===== config.mk =====
export PLATFORM = sky130hd
export DESIGN_NAME = ddr_dqs_sched
export DESIGN_NICKNAME = d
export VERILOG_FILES = /design/src/rtl/ddr_phy_pkg.sv /design/src/rtl/ddr_dqs_encode.sv /design/src/rtl/ddr_dqs_sched.sv
export SDC_FILE = /design/constraint.sdc
export NUM_CORES = 1
export LEC_CHECK = 0
export ABC_AREA = 1
export CAP_MARGIN = 10
export CELL_PAD_IN_SITES_DETAIL_PLACEMENT = 1
export CELL_PAD_IN_SITES_GLOBAL_PLACEMENT = 1
export CORE_MARGIN = 8
export CORE_UTILIZATION = 25
export DETAILED_ROUTE_END_ITERATION = 10
export HOLD_SLACK_MARGIN = 0.02
export MAX_ROUTING_LAYER = met4
export PLACE_DENSITY = 0.82
export SLEW_MARGIN = 20
export SYNTH_ARGS = -nofsm -noshare
export SYNTH_HDL_FRONTEND = slang
export SYNTH_SLANG_ARGS = --single-unit

===== constraint.sdc =====
create_clock -name pclk -period 1.2 [get_ports pclk]
set_input_delay 0.12 -clock pclk [delete_from_list [all_inputs] [get_ports pclk]]
set_output_delay 0.12 -clock pclk [all_outputs]
set_load 0.05 [all_outputs]

===== src/rtl/ddr_phy_pkg.sv =====
// Shared constants and helpers for the DDR byte-lane PHY blocks.
package ddr_phy_pkg;

    // Serializer DQS words; bit 0 goes out first.
    localparam logic [7:0] DQS_BURST = 8'h55;
    localparam logic [7:0] DQS_LOW   = 8'h00;

    // Tristate patterns for the 8:1 serializer, one bit per tCK (bit k covers bits 2k..2k+1).
    // A 1 puts the pad in high-Z.
    localparam logic [3:0] TX_BURST = 4'b0000;
    localparam logic [3:0] TX_PRE   = 4'b0111;  // only the last tCK driven low
    localparam logic [3:0] TX_POST  = 4'b1110;  // only the first tCK driven low
    localparam logic [3:0] TX_GAP   = 4'b0110;  // postamble and preamble share one word
    localparam logic [3:0] TX_IDLE  = 4'b1111;

    localparam int unsigned LAT_MIN = 2;
    localparam int unsigned LAT_MAX = 15;

    typedef enum logic {
        StIdle,
        StIssue
    } sched_state_e;

    function automatic bit lat_ok(input int unsigned lat);
        return (lat >= LAT_MIN) && (lat <= LAT_MAX);
    endfunction

endpackage


===== src/rtl/ddr_dqs_encode.sv =====
// Maps the schedule taps around the output stage to one DQS serializer word.
module ddr_dqs_encode
    import ddr_phy_pkg::*;
(
    input  logic       now_i,
    input  logic       nxt_i,
    input  logic       prv_i,
    output logic [7:0] dqs_d_o,
    output logic [3:0] dqs_tx_o,
    output logic       dq_oe_o
);

    // Priority decode: burst, gap, preamble, postamble, idle.
    always_comb begin
        dqs_d_o  = DQS_LOW;
        dqs_tx_o = TX_IDLE;
        dq_oe_o  = 1'b0;
        if (now_i) begin
            dqs_d_o  = DQS_BURST;
            dqs_tx_o = TX_BURST;
            dq_oe_o  = 1'b1;
        end else if (nxt_i && prv_i) begin
            dqs_tx_o = TX_GAP;
        end else if (nxt_i) begin
            dqs_tx_o = TX_PRE;
        end else if (prv_i) begin
            dqs_tx_o = TX_POST;
        end
    end

endmodule


===== src/rtl/ddr_dqs_sched.sv =====
// Write-burst scheduler and DQS pattern generator for one DDR byte lane.
module ddr_dqs_sched
    import ddr_phy_pkg::*;
#(
    parameter int unsigned LAT = 4
) (
    input  logic       pclk,
    input  logic       rst,
    input  logic       en,
    input  logic       wr_valid,
    input  logic [3:0] wr_len,
    output logic       wr_ready,
    output logic [7:0] dqs_d,
    output logic [3:0] dqs_tx,
    output logic       dq_oe,
    output logic       dq_req,
    output logic       busy
);

    if (!lat_ok(LAT)) begin : g_lat_check
        $error("ddr_dqs_sched: LAT must be within 2..15");
    end

    sched_state_e st;
    logic [3:0]   cnt_q, cnt_d;
    logic [LAT:0] sched_q, sched_d;
    logic         accept, insert;
    logic         now, nxt, prv;
    logic [7:0]   enc_d;
    logic [3:0]   enc_tx;
    logic         enc_oe;
    logic [7:0]   dqs_d_q;
    logic [3:0]   dqs_tx_q;
    logic         dq_oe_q, dq_req_q;

    // Output stage sits at LAT-1 so the registered word lands LAT cycles after accept.
    assign now = sched_q[LAT-1];
    assign nxt = sched_q[LAT-2];
    assign prv = sched_q[LAT];

    // State register: remaining-beat counter, schedule pipe and registered lane outputs.
    always_ff @(posedge pclk) begin
        if (rst) begin
            cnt_q    <= '0;
            sched_q  <= '0;
            dqs_d_q  <= DQS_LOW;
            dqs_tx_q <= TX_IDLE;
            dq_oe_q  <= 1'b0;
            dq_req_q <= 1'b0;
        end else begin
            cnt_q    <= cnt_d;
            sched_q  <= sched_d;
            dqs_d_q  <= enc_d;
            dqs_tx_q <= enc_tx;
            dq_oe_q  <= enc_oe;
            dq_req_q <= nxt;
        end
    end

    // Next state: load the beat count on accept, otherwise drain one beat per cycle.
    always_comb begin
        cnt_d   = cnt_q;
        sched_d = {sched_q[LAT-1:0], insert};
        case (st)
            StIdle:  cnt_d = accept ? wr_len : '0;
            StIssue: cnt_d = cnt_q - 4'd1;
            default: cnt_d = '0;
        endcase
    end

    // Outputs: handshake, beat insertion and activity flag from registered state.
    always_comb begin
        st       = (cnt_q == '0) ? StIdle : StIssue;
        wr_ready = en && (st == StIdle) && !rst;
        accept   = wr_valid && wr_ready;
        insert   = accept || (st == StIssue);
        busy     = (cnt_q != '0) || (|sched_q);
    end

    ddr_dqs_encode u_encode (
        .now_i    (now),
        .nxt_i    (nxt),
        .prv_i    (prv),
        .dqs_d_o  (enc_d),
        .dqs_tx_o (enc_tx),
        .dq_oe_o  (enc_oe)
    );

    assign dqs_d  = dqs_d_q;
    assign dqs_tx = dqs_tx_q;
    assign dq_oe  = dq_oe_q;
    assign dq_req = dq_req_q;

endmodule


== Yosys cells after proc, flatten, opt, wreduce, memory -nomap -nowiden ==
Index checks and enable logic that the tools add are counted.

* Register bits: 23
* Output and inout bits: 16
* Logic and storage cells: 26
* Input bits: 8

* Add/subtract/negate cells: 1
* Muxes and demuxes: 9
* Reduce and logical (&&, ||, !) cells: 10

{| class="wikitable"
|+ Operator list
! cell !! number
|-
| $mux 4 || 4
|-
| $pmux 4 s2 || 1
|-
| $mux 7 || 1
|-
| $reduce_or 5->1 || 1
|-
| $logic_and 1x1->1 || 4
|-
| $logic_not 4->1 || 1
|-
| $reduce_bool 4->1 || 1
|-
| $sub 4x1->4 const B || 1
|-
| $mux 1 || 3
|-
| $logic_or 1x1->1 || 2
|-
| $logic_not 1->1 || 1
|}

== Logic depth before layout (Yosys ltp) ==
* Depth in word-level cells: 6
* Gate-level depth with buffers: 7
* Gate-level depth less buffers: 7

== Modules after synthesis ==
A second synthesis with hierarchy kept.

* Cells, all modules: 104
* Area total of the unflattened synthesis: 849.6 um2

{| class="wikitable"
|+ Modules (own cells, without submodules)
! module !! cells an instance !! area each (um2) !! seq. area each (um2) !! instances
|-
| ddr_dqs_sched || 90 || 759.5 || 440.4 || 1
|-
| ddr_dqs_encode || 14 || 90.1 || 0.0 || 1
|}

== Worst setup path after synthesis ==
No wires, ideal clock.

* Kind: register to output
* Start point: register cnt_q[0]
* End point: output wr_ready
* Stages on the path, launching flop included: 5
* Required time: 1,080 ps
* Setup slack: -665 ps
* Path buffers: 0
* Arrival: 1,745 ps
* Path through: dfxtp_1 > inv_1 > ha_1 > nand2_1 > nor3_1

* Cells in the longest elaborated chain, start to end: 3

{| class="wikitable"
|+ Ends and longest elaborated chain
! item !! line !! text
|-
| start: declaration || ddr_dqs_sched.sv:25 || <nowiki>logic [3:0] cnt_q, cnt_d;</nowiki>
|-
| start signal: assignment || ddr_dqs_sched.sv:51 || <nowiki>cnt_q <= cnt_d;</nowiki>
|-
| $logic_not 4->1 || ddr_dqs_sched.sv:73 || <nowiki>st = (cnt_q == '0) ? StIdle : StIssue;</nowiki>
|-
| $logic_and 1x1->1 (2 in a row) || ddr_dqs_sched.sv:74 || <nowiki>wr_ready = en && (st == StIdle) && !rst;</nowiki>
|-
| end: declaration || ddr_dqs_sched.sv:12 || <nowiki>output logic wr_ready,</nowiki>
|}

No other way between the ends.

== Final worst setup path ==
* Start point: register cnt_q[1]
* End point: output busy

* Cells in the longest elaborated chain, start to end: 2

{| class="wikitable"
|+ Ends and longest elaborated chain
! item !! line !! text
|-
| $reduce_bool 4->1 || ddr_dqs_sched.sv:77 || <nowiki>busy = (cnt_q != '0) || (|sched_q);</nowiki>
|-
| $logic_or 1x1->1 || ddr_dqs_sched.sv:77 ||
|-
| end: declaration || ddr_dqs_sched.sv:17 || <nowiki>output logic busy</nowiki>
|}

No other way between the ends.

==> flow_summary.json <==
{
  "final_area_um2": 1000,
  "yosysUniqueCellTypes": 19,
  "instances_no_fill": 125,
  "min_path_type": "reg2reg",
  "yosysTopAreaCellShare_pct": 43.5,
  "crit_arrival_ns": 1.27,
  "switching_share_pct": 41.6,
  "dr.pass1.iters": 2,
  "dpl_cell_area_um2": 890,
  "startpoint_type": "register",
  "nets": 108,
  "grt_pass1_vias": 563,
  "synthFlopType": "dfxtp_1",
  "finalHoldViolCount": 0,
  "max-vdd-ir-drop_uv": 1160,
  "dpl_worst_slack_ns": -0.0562,
  "gr-total-overflow": 0,
  "dieArea_um2": 3970,
  "finalCriticalPeriod_ns": 1.39,
  "area_growth_pct": 81.6,
  "pin_count": 24,
  "yosysMostFrequentCell": "dfxtp_1",
  "period_share_pct": 116,
  "fin_ws_ns": -0.188,
  "required_ns": 1.08,
  "initial_core_util_pct": 25.7,
  "ctsRootBufferMaster": "clkbuf_4",
  "grtUsageTotal_pct": 9.41,
  "gr-usage-met2_pct": 17.7,
  "min_path_cells": 2,
  "drive_above_1_share_pct": 43.3,
  "dpl.hpwl_um": 1220,
  "use_met3_pct": 1.25,
  "max_freq_ghz": 0.720,
  "worstSetupPathType": "reg2out",
  "core_area_um2": 2150,
  "p_int_uw": 1460,
  "die_w_um": 63.0,
  "grt_pass1_wl_um": 2800,
  "place_congestion": 0.718,
  "drt-initial-drc-count": 6,
  "seq_power_share_pct": 24.2,
  "p_clk_share_pct": 12.8,
  "io_buffer_count": 19,
  "final-seq-area_um2": 243,
  "syn_area_um2": 552,
  "crit_path_max_incr_delay_ns": 0.33,
  "fp-row-count": 17,
  "clk_transition_reported_paths_ns": 0.08,
  "violations": "negative setup slack",
  "multi_input_area_um2": 267,
  "cts_sinks": 12,
  "endpoint_kind": "primary output",
  "viasPerCell": 4.08,
  "vias": 510,
  "ys_warn_count": 0,
  "clockBufferDepth": 2,
  "reg2reg_depth": 8,
  "fillCellCount": 256,
  "die_y_um": 63.0,
  "wire_per_inst_um": 13.4,
  "power.switching_uw": 1040,
  "rsz0062_at_grt": "yes",
  "cts_buffers": 3,
  "busiest_layer": "met2",
  "ant_nets": 0,
  "crit_slowest_cell": "dfxtp_2",
  "final_util_pct": 46.7,
  "async_reset_ff_share_pct": 0,
  "leakage_uw": 0.000445,
  "yosysTopAreaCell": "dfxtp_1",
  "clk_latency_ns": 0.27,
  "htree_levels": 1,
  "n_antenna_cell": 0,
  "p_per_area_nw_per_um2": 2490,
  "final_max_slew_viol_count": 0,
  "setup_viol": 6,
  "met1_usage_pct": 8.38,
  "outcome": "complete, but fails checks",
  "fin_worst_skew_ns": 0.00180,
  "avgSynthCellArea_um2": 7.77,
  "grt_start_max_net_pins": 10,
  "tritoncts": "yes",
  "antenna_found_initial": 0,
  "hold_slack_ns": 0.431,
  "synth-edff-count": 0,
  "crit_path_cell_trace": "inv_2 > ha_4 > nand2_4 > nor2_4 > nand3_2 > buf_8",
  "comb_power_share_pct": 63.0,
  "ys_top_cells_by_area": "dfxtp_1 44%, buf_4 12%, nor2_1 6.8%",
  "ys_seq_area_share_pct": 43.5,
  "maxCapViolCount": 0,
  "wl_um": 1670,
  "synthCells": 71,
  "ys_seq_elements": 12,
  "drc": 0,
  "path_max_fanout": 3,
  "dp.cells": 115,
  "yosys-top-cells-count": "12 x dfxtp_1, 10 x nor2_1, 9 x buf_4, 9 x inv_1, 7 x nand2_1"
}
stage by stage:
step | TNS, ns | total power [µW]
final | -0.565 | 2490
after global routing | -1.05 | 2680
after floorplan | 0 | 1420
after detailed placement | -0.0798 | 1770
after global placement | -0.0281 | 1720
after CTS | -0.468 | 2390
power by group through the flow:
stage / Combinational (µW) / Sequential [µW] / Clock, µW
floorplan: 821 / 604 / 0
global placement: 1140 / 582 / 0
detailed placement: 1180 / 591 / 0
CTS: 1460 / 594 / 330
global route: 1700 / 619 / 360
finish: 1570 / 604 / 318
logic make-up after synthesis:
group,count (synthesis),share of synthesized area (%)
AOI/OAI and AO/OA,6,6.12
adders and majority gates,2,4.53
buffers and inverters,20,20.0
DFF,12,43.5
other,1,0.680
and+or+nand+nor,30,25.2
path summary, 6_finish.rpt:
path	slack, ns	end	start
setup / recovery	-0.19	busy	cnt_q[1]$_SDFF_PP0_
hold / removal	0.43	sched_q[2]$_SDFF_PP0_	sched_q[1]$_SDFF_PP0_
setup reg to reg	-0.17	cnt_q[1]$_SDFF_PP0_	cnt_q[1]$_SDFF_PP0_
hold reg to reg	0.43	sched_q[2]$_SDFF_PP0_	sched_q[1]$_SDFF_PP0_
critical path, delay by kind of cell (launching register included):
family	cells	cell delay [ns]
adder cells (fa/ha/maj)	1	0.17
buffers and inverters	2	0.24
flip-flops	1	0.33
AND/OR/NAND/NOR	3	0.25
cell usage in the layout, fill, tap and decap left out:
cell type and instances:
nand2_4 2, buf_4 9, conb_1 4, inv_1 7, buf_8 1, buf_12 11, nor3_1 1, nor3_4 1
ha_4 1, inv_2 3, nand3_2 1, nand2_1 6, clkdlybuf4s50_1 7, or2_4 1, buf_6 1, nand3_1 2
a21oi_1 4, a21oi_2 1, clkbuf_8 1, o21ai_0 1, nand4_1 4, dfxtp_1 10, nor2_1 9, dfxtp_2 2
nor2_4 1, nor2_2 1, clkbuf_4 3, or2_2 1, ha_2 1
flip-flops by register name, indices dropped and copies added (netlist names):
name and count:
dqs_tx 3, cnt_q 4, sched_q 4, dqs_d 1
per-layer routing:
layer,up-vias,share of wire (%)
li1,261,-
met1,240,34
met2,5,61
met3,4,1.5
met4,0,2.8
met5,-,0
layout make-up:
type                       count  share of cell area (%)
multi-input combinational     42                    26.6
inverter                      10                    3.75
timing repair buffer          29                    38.3
clock buffer                   4                    3.62
tap                           28                    3.50
sequential                    12                    24.2
repair_timing:
action / 4_1_cts / 5_1_grt
endpoints found under the setup margin: 3 / 6
gates resized for setup: 6 / 4
hold buffers: 0 / 0
pin swaps: 5 / 4
setup buffers: 5 / 1
No activity file was read; power rests on OpenSTA's default activity.
